<file path="src/rtl/elevator_pkg.sv">
// Purpose: shared types and default constants for the SCAN elevator controller.
// Latency: n/a (types and constants only).
// Backpressure: n/a.
package elevator_pkg;

    // Encoding is visible on the fsm_state port, so the values are fixed.
    typedef enum logic [1:0] {
        ST_IDLE      = 2'd0,
        ST_MOVE_UP   = 2'd1,
        ST_MOVE_DOWN = 2'd2,
        ST_DOOR_OPEN = 2'd3
    } state_t;

    typedef enum logic {
        DIR_DOWN = 1'b0,
        DIR_UP   = 1'b1
    } dir_t;

    localparam int DEF_NUM_FLOORS   = 4;
    localparam int DEF_TRAVEL_TICKS = 2;
    localparam int DEF_DOOR_TICKS   = 3;

    // Counter width able to hold 0..ticks-1; never narrower than one bit.
    function automatic int tick_cnt_width(input int ticks);
        return (ticks > 1) ? $clog2(ticks) : 1;
    endfunction

endpackage

</file>
<file path="src/rtl/elevator_tick_timer.sv">
// Purpose: free-running tick counter 0..TERM_CNT while run is high, with sync clear.
// Latency: done is combinational from the count; it is high on the cycle holding TERM_CNT.
// Backpressure: none; the owner decides what to do with done.
//
// Ports:
//   clk, reset  clock and asynchronous active-low reset
//   run         count while high; the counter sits at 0 while low
//   clear       restart from 0 on the next edge (takes priority over counting)
//   done        run is high and the count is at TERM_CNT (count wraps to 0 next edge)
module elevator_tick_timer #(
    parameter int WIDTH    = 1,
    parameter int TERM_CNT = 1
) (
    input  logic clk,
    input  logic reset,
    input  logic run,
    input  logic clear,
    output logic done
);

    logic [WIDTH-1:0] cnt_q;
    logic [WIDTH-1:0] cnt_d;

    assign done = run && (cnt_q == WIDTH'(TERM_CNT));

    always_comb begin
        cnt_d = cnt_q;
        if (clear || !run || done) begin
            cnt_d = '0;
        end else begin
            cnt_d = cnt_q + WIDTH'(1);
        end
    end

    always_ff @(posedge clk or negedge reset) begin
        if (!reset) begin
            cnt_q <= '0;
        end else begin
            cnt_q <= cnt_d;
        end
    end

endmodule

</file>
<file path="src/rtl/elevator_scan_ctrl.sv">
// Purpose: N-floor elevator controller serving latched calls in SCAN order.
// Latency: doors open one edge after a local call; TRAVEL_TICKS cycles per floor moved.
// Backpressure: none; calls are latched every cycle (except the current floor while doors are open).
//
// Ports:
//   clk        system clock, rising edge
//   reset      asynchronous, active-low; discards all pending requests
//   call       one request bit per floor (level or single-cycle pulse)
//   up/down    motor drive, decoded from the MOVE_UP / MOVE_DOWN states
//   doors      doors open, decoded from DOOR_OPEN
//   floor      current or last-passed floor (registered)
//   fsm_state  IDLE=0, MOVE_UP=1, MOVE_DOWN=2, DOOR_OPEN=3
//   pending    latched unserved requests
//
// Build option: define ELEVATOR_DOOR_REOPEN_EN so that a call for the current
// floor while the doors are open restarts the door timer.
module elevator_scan_ctrl
    import elevator_pkg::*;
#(
    parameter int  NUM_FLOORS   = DEF_NUM_FLOORS,
    parameter int  TRAVEL_TICKS = DEF_TRAVEL_TICKS,
    parameter int  DOOR_TICKS   = DEF_DOOR_TICKS,
    localparam int FLOOR_W      = $clog2(NUM_FLOORS)
) (
    input  logic                  clk,
    input  logic                  reset,
    input  logic [NUM_FLOORS-1:0] call,
    output logic                  up,
    output logic                  down,
    output logic                  doors,
    output logic [FLOOR_W-1:0]    floor,
    output logic [1:0]            fsm_state,
    output logic [NUM_FLOORS-1:0] pending
);

    localparam int                 TRAVEL_W  = tick_cnt_width(TRAVEL_TICKS);
    localparam int                 DOOR_W    = tick_cnt_width(DOOR_TICKS);
    localparam logic [FLOOR_W-1:0] TOP_FLOOR = FLOOR_W'(NUM_FLOORS - 1);

    state_t                state_q, state_d;
    dir_t                  dir_q, dir_d;
    logic [FLOOR_W-1:0]    floor_q, floor_d;
    logic [NUM_FLOORS-1:0] pending_q, pending_d;

    logic [NUM_FLOORS-1:0] req;
    logic                  above;
    logic                  below;
    logic                  travel_run;
    logic                  travel_done;
    logic                  door_run;
    logic                  door_done;
    logic                  door_reopen;

    // Any request strictly above / below floor f.
    function automatic logic any_above(input logic [NUM_FLOORS-1:0] r,
                                       input logic [FLOOR_W-1:0]    f);
        logic hit;
        hit = 1'b0;
        for (int i = 0; i < NUM_FLOORS; i++) begin
            if (i > int'(f)) hit = hit | r[i];
        end
        return hit;
    endfunction

    function automatic logic any_below(input logic [NUM_FLOORS-1:0] r,
                                       input logic [FLOOR_W-1:0]    f);
        logic hit;
        hit = 1'b0;
        for (int i = 0; i < NUM_FLOORS; i++) begin
            if (i < int'(f)) hit = hit | r[i];
        end
        return hit;
    endfunction

    // A call raised this cycle counts immediately, so a request for the next
    // floor on the terminal travel cycle still stops the car there.
    assign req   = pending_q | call;
    assign above = any_above(req, floor_q);
    assign below = any_below(req, floor_q);

    assign travel_run = (state_q == ST_MOVE_UP) || (state_q == ST_MOVE_DOWN);
    assign door_run   = (state_q == ST_DOOR_OPEN);

`ifdef ELEVATOR_DOOR_REOPEN_EN
    assign door_reopen = door_run && call[floor_q];
`else
    assign door_reopen = 1'b0;
`endif

    elevator_tick_timer #(
        .WIDTH    (TRAVEL_W),
        .TERM_CNT (TRAVEL_TICKS - 1)
    ) u_travel_timer (
        .clk   (clk),
        .reset (reset),
        .run   (travel_run),
        .clear (1'b0),
        .done  (travel_done)
    );

    elevator_tick_timer #(
        .WIDTH    (DOOR_W),
        .TERM_CNT (DOOR_TICKS - 1)
    ) u_door_timer (
        .clk   (clk),
        .reset (reset),
        .run   (door_run),
        .clear (door_reopen),
        .done  (door_done)
    );

    always_comb begin
        state_d   = state_q;
        dir_d     = dir_q;
        floor_d   = floor_q;
        pending_d = req;

        unique case (state_q)
            ST_IDLE: begin
                if (req[floor_q]) begin
                    state_d = ST_DOOR_OPEN;
                end else if ((dir_q == DIR_UP && above) ||
                             (dir_q == DIR_DOWN && !below && above)) begin
                    state_d = ST_MOVE_UP;
                    dir_d   = DIR_UP;
                end else if (below) begin
                    // Reached only when dir is DOWN, or dir is UP with nothing above.
                    state_d = ST_MOVE_DOWN;
                    dir_d   = DIR_DOWN;
                end
            end

            ST_MOVE_UP: begin
                if (travel_done) begin
                    if (floor_q != TOP_FLOOR) floor_d = floor_q + FLOOR_W'(1);
                    if (req[floor_d]) begin
                        state_d = ST_DOOR_OPEN;
                    end else if (!any_above(req, floor_d)) begin
                        state_d = ST_IDLE;
                    end
                end
            end

            ST_MOVE_DOWN: begin
                if (travel_done) begin
                    if (floor_q != '0) floor_d = floor_q - FLOOR_W'(1);
                    if (req[floor_d]) begin
                        state_d = ST_DOOR_OPEN;
                    end else if (!any_below(req, floor_d)) begin
                        state_d = ST_IDLE;
                    end
                end
            end

            ST_DOOR_OPEN: begin
                if (door_done && !door_reopen) state_d = ST_IDLE;
            end

            default: state_d = ST_IDLE;
        endcase

        // The served floor is dropped on the entry edge (clear beats a
        // same-cycle call) and never latched while the doors are open,
        // including the closing cycle.
        if (state_d == ST_DOOR_OPEN || state_q == ST_DOOR_OPEN) begin
            pending_d[floor_d] = 1'b0;
        end
    end

    always_ff @(posedge clk or negedge reset) begin
        if (!reset) begin
            state_q   <= ST_IDLE;
            dir_q     <= DIR_UP;
            floor_q   <= '0;
            pending_q <= '0;
        end else begin
            state_q   <= state_d;
            dir_q     <= dir_d;
            floor_q   <= floor_d;
            pending_q <= pending_d;
        end
    end

    assign up        = (state_q == ST_MOVE_UP);
    assign down      = (state_q == ST_MOVE_DOWN);
    assign doors     = (state_q == ST_DOOR_OPEN);
    assign floor     = floor_q;
    assign fsm_state = state_q;
    assign pending   = pending_q;

endmodule

</file>
<file path="config.mk">
export PLATFORM = sky130hd
export DESIGN_NAME = elevator_scan_ctrl
export DESIGN_NICKNAME = d
export VERILOG_FILES = /design/src/rtl/elevator_pkg.sv /design/src/rtl/elevator_tick_timer.sv /design/src/rtl/elevator_scan_ctrl.sv
export SDC_FILE = /design/constraint.sdc
export NUM_CORES = 1
export LEC_CHECK = 0
export ABC_AREA = 1
export CORE_MARGIN = 1
export CORE_UTILIZATION = 45
export DETAILED_ROUTE_END_ITERATION = 10
export PLACE_DENSITY = 0.78
export SLEW_MARGIN = 15
export SYNTH_ARGS = -nofsm -noshare
export SYNTH_HDL_FRONTEND = slang
export SYNTH_HIERARCHICAL = 1
export SYNTH_SLANG_ARGS = --single-unit
</file>
<file path="constraint.sdc">
create_clock -name clk -period 5.4 [get_ports clk]
set_clock_uncertainty 0.1 [all_clocks]
set_input_delay 1.08 -clock clk [delete_from_list [all_inputs] [get_ports clk]]
set_output_delay 1.08 -clock clk [all_outputs]
set_load 0.05 [all_outputs]
</file>
Word level (Yosys, flattened, before mapping)
Cells that the tools add are included.
{"block": "op_classes", "n_reduce_logical": 18, "n_addsub": 4, "n_mux": 63, "eq_ne": 6, "n_lt_le_gt_ge": 17, "bitwise": 13}
{"cell": "$mux 2", "n": 19}
{"cell": "$mux 1", "n": 37}
{"cell": "$lt 2x3->1 const B", "n": 4}
{"cell": "$eq 2x2->1 const B", "n": 4}
{"cell": "$gt 2x2->1 const A", "n": 4}
{"cell": "$lt 1x2->1 const A", "n": 4}
{"cell": "$or 1x1->1", "n": 8}
{"cell": "$pmux 2 s4", "n": 1}
{"cell": "$bmux 1 s2", "n": 3}
{"cell": "$logic_and 1x1->1", "n": 6}
{"cell": "$logic_or 1x1->1", "n": 5}
{"cell": "$add 2x1->2 const B", "n": 2}
{"cell": "$and 4x4->4", "n": 1}
{"cell": "$gt 1x2->1 const A", "n": 2}
{"cell": "$lt 2x2->1 const A", "n": 2}
{"cell": "$mux 4", "n": 1}
{"cell": "$not 4->4", "n": 1}
{"cell": "$or 4x4->4", "n": 1}
{"cell": "$pmux 2 s2", "n": 1}
{"cell": "$reduce_bool 2->1", "n": 2}
{"cell": "$logic_not 1->1", "n": 3}
{"cell": "$reduce_and 3->1", "n": 1}
{"cell": "$demux 1 s2", "n": 1}
{"cell": "$eq 2x1->1 const B", "n": 1}
{"cell": "other kinds (6)", "n": 7}
{"block": "totals", "out_inout_bits": 11, "reg_bits": 12, "inputBits": 6, "elab_cells": 127}

Logic depth before layout (Yosys ltp)
Gate-level depths: netlist (run 1).
{"block": "logic_depth", "ltp_word": 27, "ltp_mapped": 15, "mapped_depth_nobuf": 15}

Modules after synthesis
The synthesis (run 1) kept the hierarchy.
{"module": "elevator_scan_ctrl", "cells_per_inst": 138, "instances": 1, "area_per_inst_um2": 815.8, "seq_area_each_um2": 226.5}
{"module": "elevator_tick_timer at u_door_timer", "cells_per_inst": 11, "instances": 1, "area_per_inst_um2": 98.8, "seq_area_each_um2": 50.0}
{"module": "elevator_tick_timer at u_travel_timer", "cells_per_inst": 6, "instances": 1, "area_per_inst_um2": 46.3, "seq_area_each_um2": 25.0}

Worst setup path after synthesis (run 1)
No wires, ideal clock.
{"block": "synth_path", "kind": "register to register", "from": "reg state_q[0], in the netlist fsm_state[0]", "to": "reg pending_q[1], in the netlist pending[1]", "required_time_ps": 5183, "path_stages_with_launch": 14, "arrival_ps": 2362, "slack_ps": 2820, "synth_period_minus_slack_ps": 2580, "setup_ps": 117, "n_path_buf": 0, "cell_sequence": "dfrtp_1 > inv_1 > ha_1 > or2_2 > a21oi_1 > nand3_1 > nand2_1 > nand2_1 > nand2_1 > nand2_1 > nand2_2 > nand2_2 > nand2_1 > nand2_1"}
{"block": "synth_between", "word_cells_on_any_way": 31, "classes_between": "order compare (2); eq/ne (4); mux (17); bitwise (2); reduce/logical (6)"}
{"element": "from (decl)", "line": "elevator_scan_ctrl.sv:40", "rtl": "state_t state_q, state_d;"}
{"element": "from (signal assigned)", "line": "elevator_scan_ctrl.sv:177", "rtl": "state_q <= state_d;"}
{"element": "$eq 2x2->1 *"}
{"element": "named net down", "line": "elevator_scan_ctrl.sv:29", "rtl": "output logic down,"}
{"element": "$logic_or 1x1->1", "line": "elevator_scan_ctrl.sv:81", "rtl": "assign travel_run = (state_q == ST_MOVE_UP) || (state_q == ST_MOVE_DOWN);"}
{"element": "$logic_and 1x1->1", "line": "elevator_tick_timer.sv:24", "rtl": "assign done = run && (cnt_q == WIDTH'(TERM_CNT));"}
{"element": "$mux 2 (on tied branches)", "line": "elevator_scan_ctrl.sv:145, elevator_scan_ctrl.sv:134"}
{"element": "$pmux 2 s4 *", "line": "elevator_scan_ctrl.sv:118", "rtl": "unique case (state_q)"}
{"element": "named net state_d[0]", "line": "elevator_scan_ctrl.sv:40"}
{"element": "$eq 2x2->1 *", "line": "elevator_scan_ctrl.sv:165", "rtl": "if (state_d == ST_DOOR_OPEN || state_q == ST_DOOR_OPEN) begin"}
{"element": "$logic_or 1x1->1 *", "line": "elevator_scan_ctrl.sv:165"}
{"element": "$mux 4 *", "line": "elevator_scan_ctrl.sv:165"}
{"element": "named net pending_d[1]", "line": "elevator_scan_ctrl.sv:43", "rtl": "logic [NUM_FLOORS-1:0] pending_q, pending_d;"}
{"element": "to (signal assigned)", "line": "elevator_scan_ctrl.sv:180", "rtl": "pending_q <= pending_d;"}
{"element": "to (decl)", "line": "elevator_scan_ctrl.sv:43"}
The timed path passes the listed nets; every way through them passes the cells marked *.
A chain may end at the register's enable or synchronous reset.

Worst setup path in the final report (run 1)
{"block": "layout_path", "from": "reg state_q[0], in the netlist fsm_state[0]", "to": "out down"}
{"block": "layout_between", "elab_chain_len": 1}
{"element": "$eq 2x2->1", "line": "elevator_scan_ctrl.sv:185", "rtl": "assign down = (state_q == ST_MOVE_DOWN);"}
{"element": "to (decl)", "line": "elevator_scan_ctrl.sv:29"}
Every way passes these cells.

==> results.json, run 1 <==
{
  "num_vias": 997,
  "slowest_delay_ns": 0.83,
  "syn_area_per_cell_um2": 6.199,
  "synth_edf_count": 0,
  "cpLargestDelayFamily": "buffers and inverters",
  "cp_max_fo": 6,
  "synth_cell_type_count": 19,
  "crit_slowest_cell": "clkdlybuf4s50_1",
  "cts_buffers": 3,
  "clk_pin_slew_ns": 0.09,
  "whs_ns": 0.3317,
  "dr.pass1.iters": 4,
  "tns_ns": 0,
  "synth_area_um2": 960.9,
  "ys.flop_type": "dfrtp_1",
  "status": "finished, final reports clean",
  "worst_pin_slew_ns": 0.5782,
  "crit_required_ns": 4.22,
  "die_area_um2": 2324,
  "synth-seq-cells": 12,
  "syn_inst": 155,
  "grt.total_usage_pct": 22.49,
  "drt_first_iter_violations": 47,
  "cts_tree": "done",
  "die_x_um": 48.21,
  "grt_pass1_vias": 876,
  "start_kind": "flip-flop",
  "yosys_warnings": 6,
  "grt_start_max_net_pins": 13,
  "fin_crit_sh_pct": 58.14,
  "end_kind": "output port",
  "grt-ovfl-total": 0,
  "drt-vias-per-instance": 4.911,
  "worst-setup-path-type": "reg -> out",
  "yosysSeqAreaShare_pct": 31.38,
  "cts-resized-gates": 0,
  "cts_root_buffer": "clkbuf_4",
  "dpl.hpwl_um": 1740,
  "layout-drive-gt1-share_pct": 8.523,
  "antenna_cells": 0,
  "num_rows": 16,
  "slew_headroom_pct": 61.33,
  "insertion_delay_ns": 0.27,
  "synth_area_leaders": "dfrtp_1 (29%), nand2_1 (23%), inv_1 (12%)",
  "wirelength_um": 2211,
  "antenna_found_initial": 0,
  "ant_nets": 0,
  "drv_cap": 0,
  "slew_viol_final": 0,
  "worst-path-buf-inv": 2,
  "async_flop_share_pct": 100.0,
  "ios": 17,
  "cts_post_setup_buffers_inserted": 0,
  "hold_buffers": 0,
  "route.detailed.drc": 0,
  "finalHoldViolations": 0,
  "cts_htree_levels": 1,
  "fin_crit_ns": 3.139,
  "min_path_type": "reg -> reg",
  "grt_pass1_wl_um": 3581,
  "ctsLongestPathBuffers": 2,
  "wl_per_cell_um": 10.89,
  "finalNetCount": 189,
  "core_area_um2": 1982,
  "critPathArrivalTime_ns": 1.96,
  "syn_to_final_growth_pct": 24.35,
  "rsz0062_at_grt": "false",
  "yosysTopAreaCell": "dfrtp_1",
  "fp.dieH_um": 48.21,
  "place.gp.congestion": 0.9829,
  "port_buffers": 16,
  "cp_cell_sequence": "inv_1 -> ha_1 -> clkdlybuf4s50_1",
  "initial_core_util_pct": 48.48,
  "clkSinkCount": 12,
  "synth_top_area_share_pct": 28.65,
  "max_freq_mhz": 318.5,
  "setup_viol_count_final": 0
}
-- cell usage in the layout (no fill, tap or decap) --
cell type and count:
o21ai_1 1, o211ai_2 1, o21ai_0 5, inv_2 2, conb_1 2, nand3_2 1, a21oi_1 5, nand2_2 3
clkbuf_4 3, nand4_1 1, clkdlybuf4s50_1 16, nor2_2 2, clkbuf_8 1, nand2_1 60, or2_2 1, nor2_1 11
ha_1 6, inv_1 30, dfstp_2 1, nand3_1 10, dfrtp_1 11, o211ai_1 3
-- final timing paths --
check                                            from                    end  slack (ns)  depth (start not counted)
worst max-delay path                     fsm_state[0]                   down        2.26                          3
worst min-delay path            u_door_timer/cnt_q[0]  u_door_timer/cnt_q[0]        0.33                          1
worst max register to register           fsm_state[0]             pending[1]        3.20                         13
worst min register to register  u_door_timer/cnt_q[0]  u_door_timer/cnt_q[0]        0.33                          1
max in group asynchronous                       reset             pending[3]        3.74                          1
min in group asynchronous                       reset   u_travel_timer/cnt_q        1.07                          1
-- synth_stat cells, drive strengths merged, types with 4 or more instances --
master	number
a21oi	5
nor2	13
inv	32
nand3	11
dfrtp	11
o211ai	4
nand2	63
o21ai	6
ha	6
-- metrics by stage --
stage | setup WS [ns] | cell area, µm² | instances | util, %
floorplan | 2.820 | 964.7 | 156 | -
global placement | 2.569 | 1159 | 199 | 58.46
detailed placement | 2.516 | 1159 | 199 | 58.46
CTS | 2.259 | 1195 | 203 | 60.29
global route | 2.185 | 1195 | 203 | 60.29
finish | 2.261 | 1195 | 203 | 60.29
-- cell type report --
cell class,count,area [µm²]
well taps,27,33.78
repair buffers,16,160.2
flip-flops and latches,12,301.5
inverters,32,120.1
multi-input cells,112,543.0
fillers,176,787.0
clock buffers,4,36.28
-- worst register-to-register path, cell delays in order, from the launching register on --
cell and delay, ns:
dfrtp_1 0.46, inv_1 0.12, ha_1 0.27, or2_2 0.32, a21oi_1 0.14, nand3_1 0.11, nand2_1 0.07, nand2_1 0.05
nand2_1 0.05, nand2_1 0.07, nand2_2 0.12, nand2_2 0.08, nand2_1 0.07, nand2_1 0.05
-- logic make-up after synthesis --
kind of cell / Yosys count / share of synthesized area, %
compound gates: 15 / 9.373
simple gates: 89 / 38.54
buf+inv: 32 / 12.50
flops: 12 / 31.38
fa+ha+maj: 6 / 7.812
other cells: 1 / 0.3903
-- metal layers --
layer | routed length (µm) | track usage (%) | part of all wire (%) | vias to the layer above
met1 | 990 | 29.22 | 45 | 440
met3 | 151 | 2.222 | 6.8 | 6
met4 | 29 | 6.667 | 1.3 | 0
met5 | 0 | 0 | 0 | -
met2 | 1039 | 39.20 | 47 | 38
li1 | - | - | - | 513
-- state kept, by name, indices dropped and copies added, names as in the netlist --
| register | flops |
|---|---|
| pending | 4 |
| u_door_timer/cnt_q | 2 |
| u_travel_timer/cnt_q | 1 |
| fsm_state | 2 |
| dir_q | 1 |
| floor | 2 |
Power of run 1 is left out: the tool's default activity adds up to more than one toggle a clock period on the data nets, which glitch-free logic cannot reach.
==> run 2: changes to the inputs <==
- PLACE_DENSITY: 0.78 -> 0.81
- clock period: 5.4 -> 2.64 ns (I/O delays scaled with it)
==> run 2 against run 1 <==
  * Global-route usage increased by 3.9 points
  * Register-to-register slack got worse by 2.8 ns
  * Routed wire length increased by 8.6%
  * Sequential share of layout area decreased by 0.11 points
  * Utilization increased by 0.25 points
  * Setup slack got worse by 2.1 ns
  * Cell area increased by 0.42%
==> results.json, run 2 (synthesis results as in run 1) <==
{
  "grt.total_usage_pct": 26.38,
  "die_area_um2": 2324,
  "min_path_type": "reg -> reg",
  "slew_headroom_pct": 59.56,
  "cp_cell_sequence": "ha_1 -> clkdlybuf4s50_1",
  "grt-ovfl-total": 0,
  "fin_crit_sh_pct": 93.70,
  "syn_to_final_growth_pct": 24.87,
  "cts_buffers": 3,
  "ctsLongestPathBuffers": 2,
  "grt_pass1_wl_um": 4043,
  "fin_crit_ns": 2.474,
  "crit_required_ns": 2.01,
  "route.detailed.drc": 0,
  "start_kind": "flip-flop",
  "wirelength_um": 2401,
  "crit_slowest_cell": "clkdlybuf4s50_1",
  "antenna_found_initial": 0,
  "fp.dieH_um": 48.21,
  "cts_tree": "done",
  "initial_core_util_pct": 48.48,
  "grt_pass1_vias": 937,
  "slew_viol_final": 0,
  "cts_post_setup_buffers_inserted": 0,
  "cts_htree_levels": 1,
  "port_buffers": 16,
  "cp_max_fo": 6,
  "worst_pin_slew_ns": 0.6047,
  "rsz0062_at_grt": "false",
  "worst-path-buf-inv": 1,
  "core_area_um2": 1982,
  "dr.pass1.iters": 4,
  "finalNetCount": 189,
  "end_kind": "output port",
  "setup_viol_count_final": 0,
  "ant_nets": 0,
  "wl_per_cell_um": 11.83,
  "clk_pin_slew_ns": 0.08,
  "slowest_delay_ns": 0.83,
  "clkSinkCount": 12,
  "largest_register_ffs": 4,
  "grt_start_max_net_pins": 13,
  "setup_ws_ns": 0.1664,
  "place.gp.congestion": 0.9795,
  "dpl.hpwl_um": 1862,
  "tns_ns": 0,
  "layout-drive-gt1-share_pct": 8.523,
  "critPathArrivalTime_ns": 1.85,
  "ios": 17,
  "antenna_cells": 0,
  "drv_cap": 0,
  "finalHoldViolations": 0,
  "cts-resized-gates": 0,
  "num_rows": 16,
  "final_common_cell": "nand2_1",
  "mostFrequentLayoutCells": "nand2_1 (60), inv_1 (30), clkdlybuf4s50_1 (14)",
  "reg2reg_slack_ns": 0.42,
  "drt-vias-per-instance": 4.956,
  "cts_root_buffer": "clkbuf_4",
  "hold_buffers": 0,
  "worst-setup-path-type": "reg -> out",
  "max_freq_mhz": 404.3,
  "insertion_delay_ns": 0.29,
  "cpLargestDelayFamily": "buffers and inverters",
  "num_vias": 1006,
  "pre_cts_ws_ns": 0.2989,
  "die_x_um": 48.21,
  "drt_first_iter_violations": 39,
  "status": "finished, final reports clean"
}
## run 2: through the flow
stage	hold WS, ns	instance area (µm²)	utilization [%]	cells
5_1_grt	0.3559	1200	60.54	203
3_5_place_dp	0.3226	1159	58.46	199
3_3_place_gp	0.3145	1159	58.46	199
4_1_cts	0.3334	1195	60.29	203
6_report	0.3270	1200	60.54	203
2_1_floorplan	0.1324	964.7	-	156
## run 2: area by class of cell
cell class                      count  area (µm²)
Clock buffer                        4       36.28
Fill cell                         189       782.0
Inverter                           32       120.1
Multi-Input combinational cell    112       543.0
Sequential cell                    12       301.5
Tap cell                           27       33.78
Timing Repair Buffer               16       165.2
## run 2: final timing paths
check	end	depth (start not counted)	from
worst max-delay path	doors	2	fsm_state[0]
worst min-delay path	u_door_timer/cnt_q[0]	1	u_door_timer/cnt_q[0]
worst max register to register	pending[0]	15	fsm_state[0]
worst min register to register	u_door_timer/cnt_q[0]	1	u_door_timer/cnt_q[0]
max in group asynchronous	u_door_timer/cnt_q[1]	1	reset
min in group asynchronous	fsm_state[0]	1	reset
## run 2: routing by layer
| layer | wire length (µm) | part of all wire, % | GRT usage [%] | up-vias |
|---|---|---|---|---|
| met5 | 0 | 0 | 0 | - |
| met4 | 61 | 2.5 | 15.00 | 0 |
| met3 | 139 | 5.8 | 5.926 | 11 |
| met2 | 1196 | 50 | 43.73 | 33 |
| met1 | 1003 | 42 | 31.26 | 451 |
| li1 | - | - | - | 511 |
Power of run 2 is left out for the same reason.
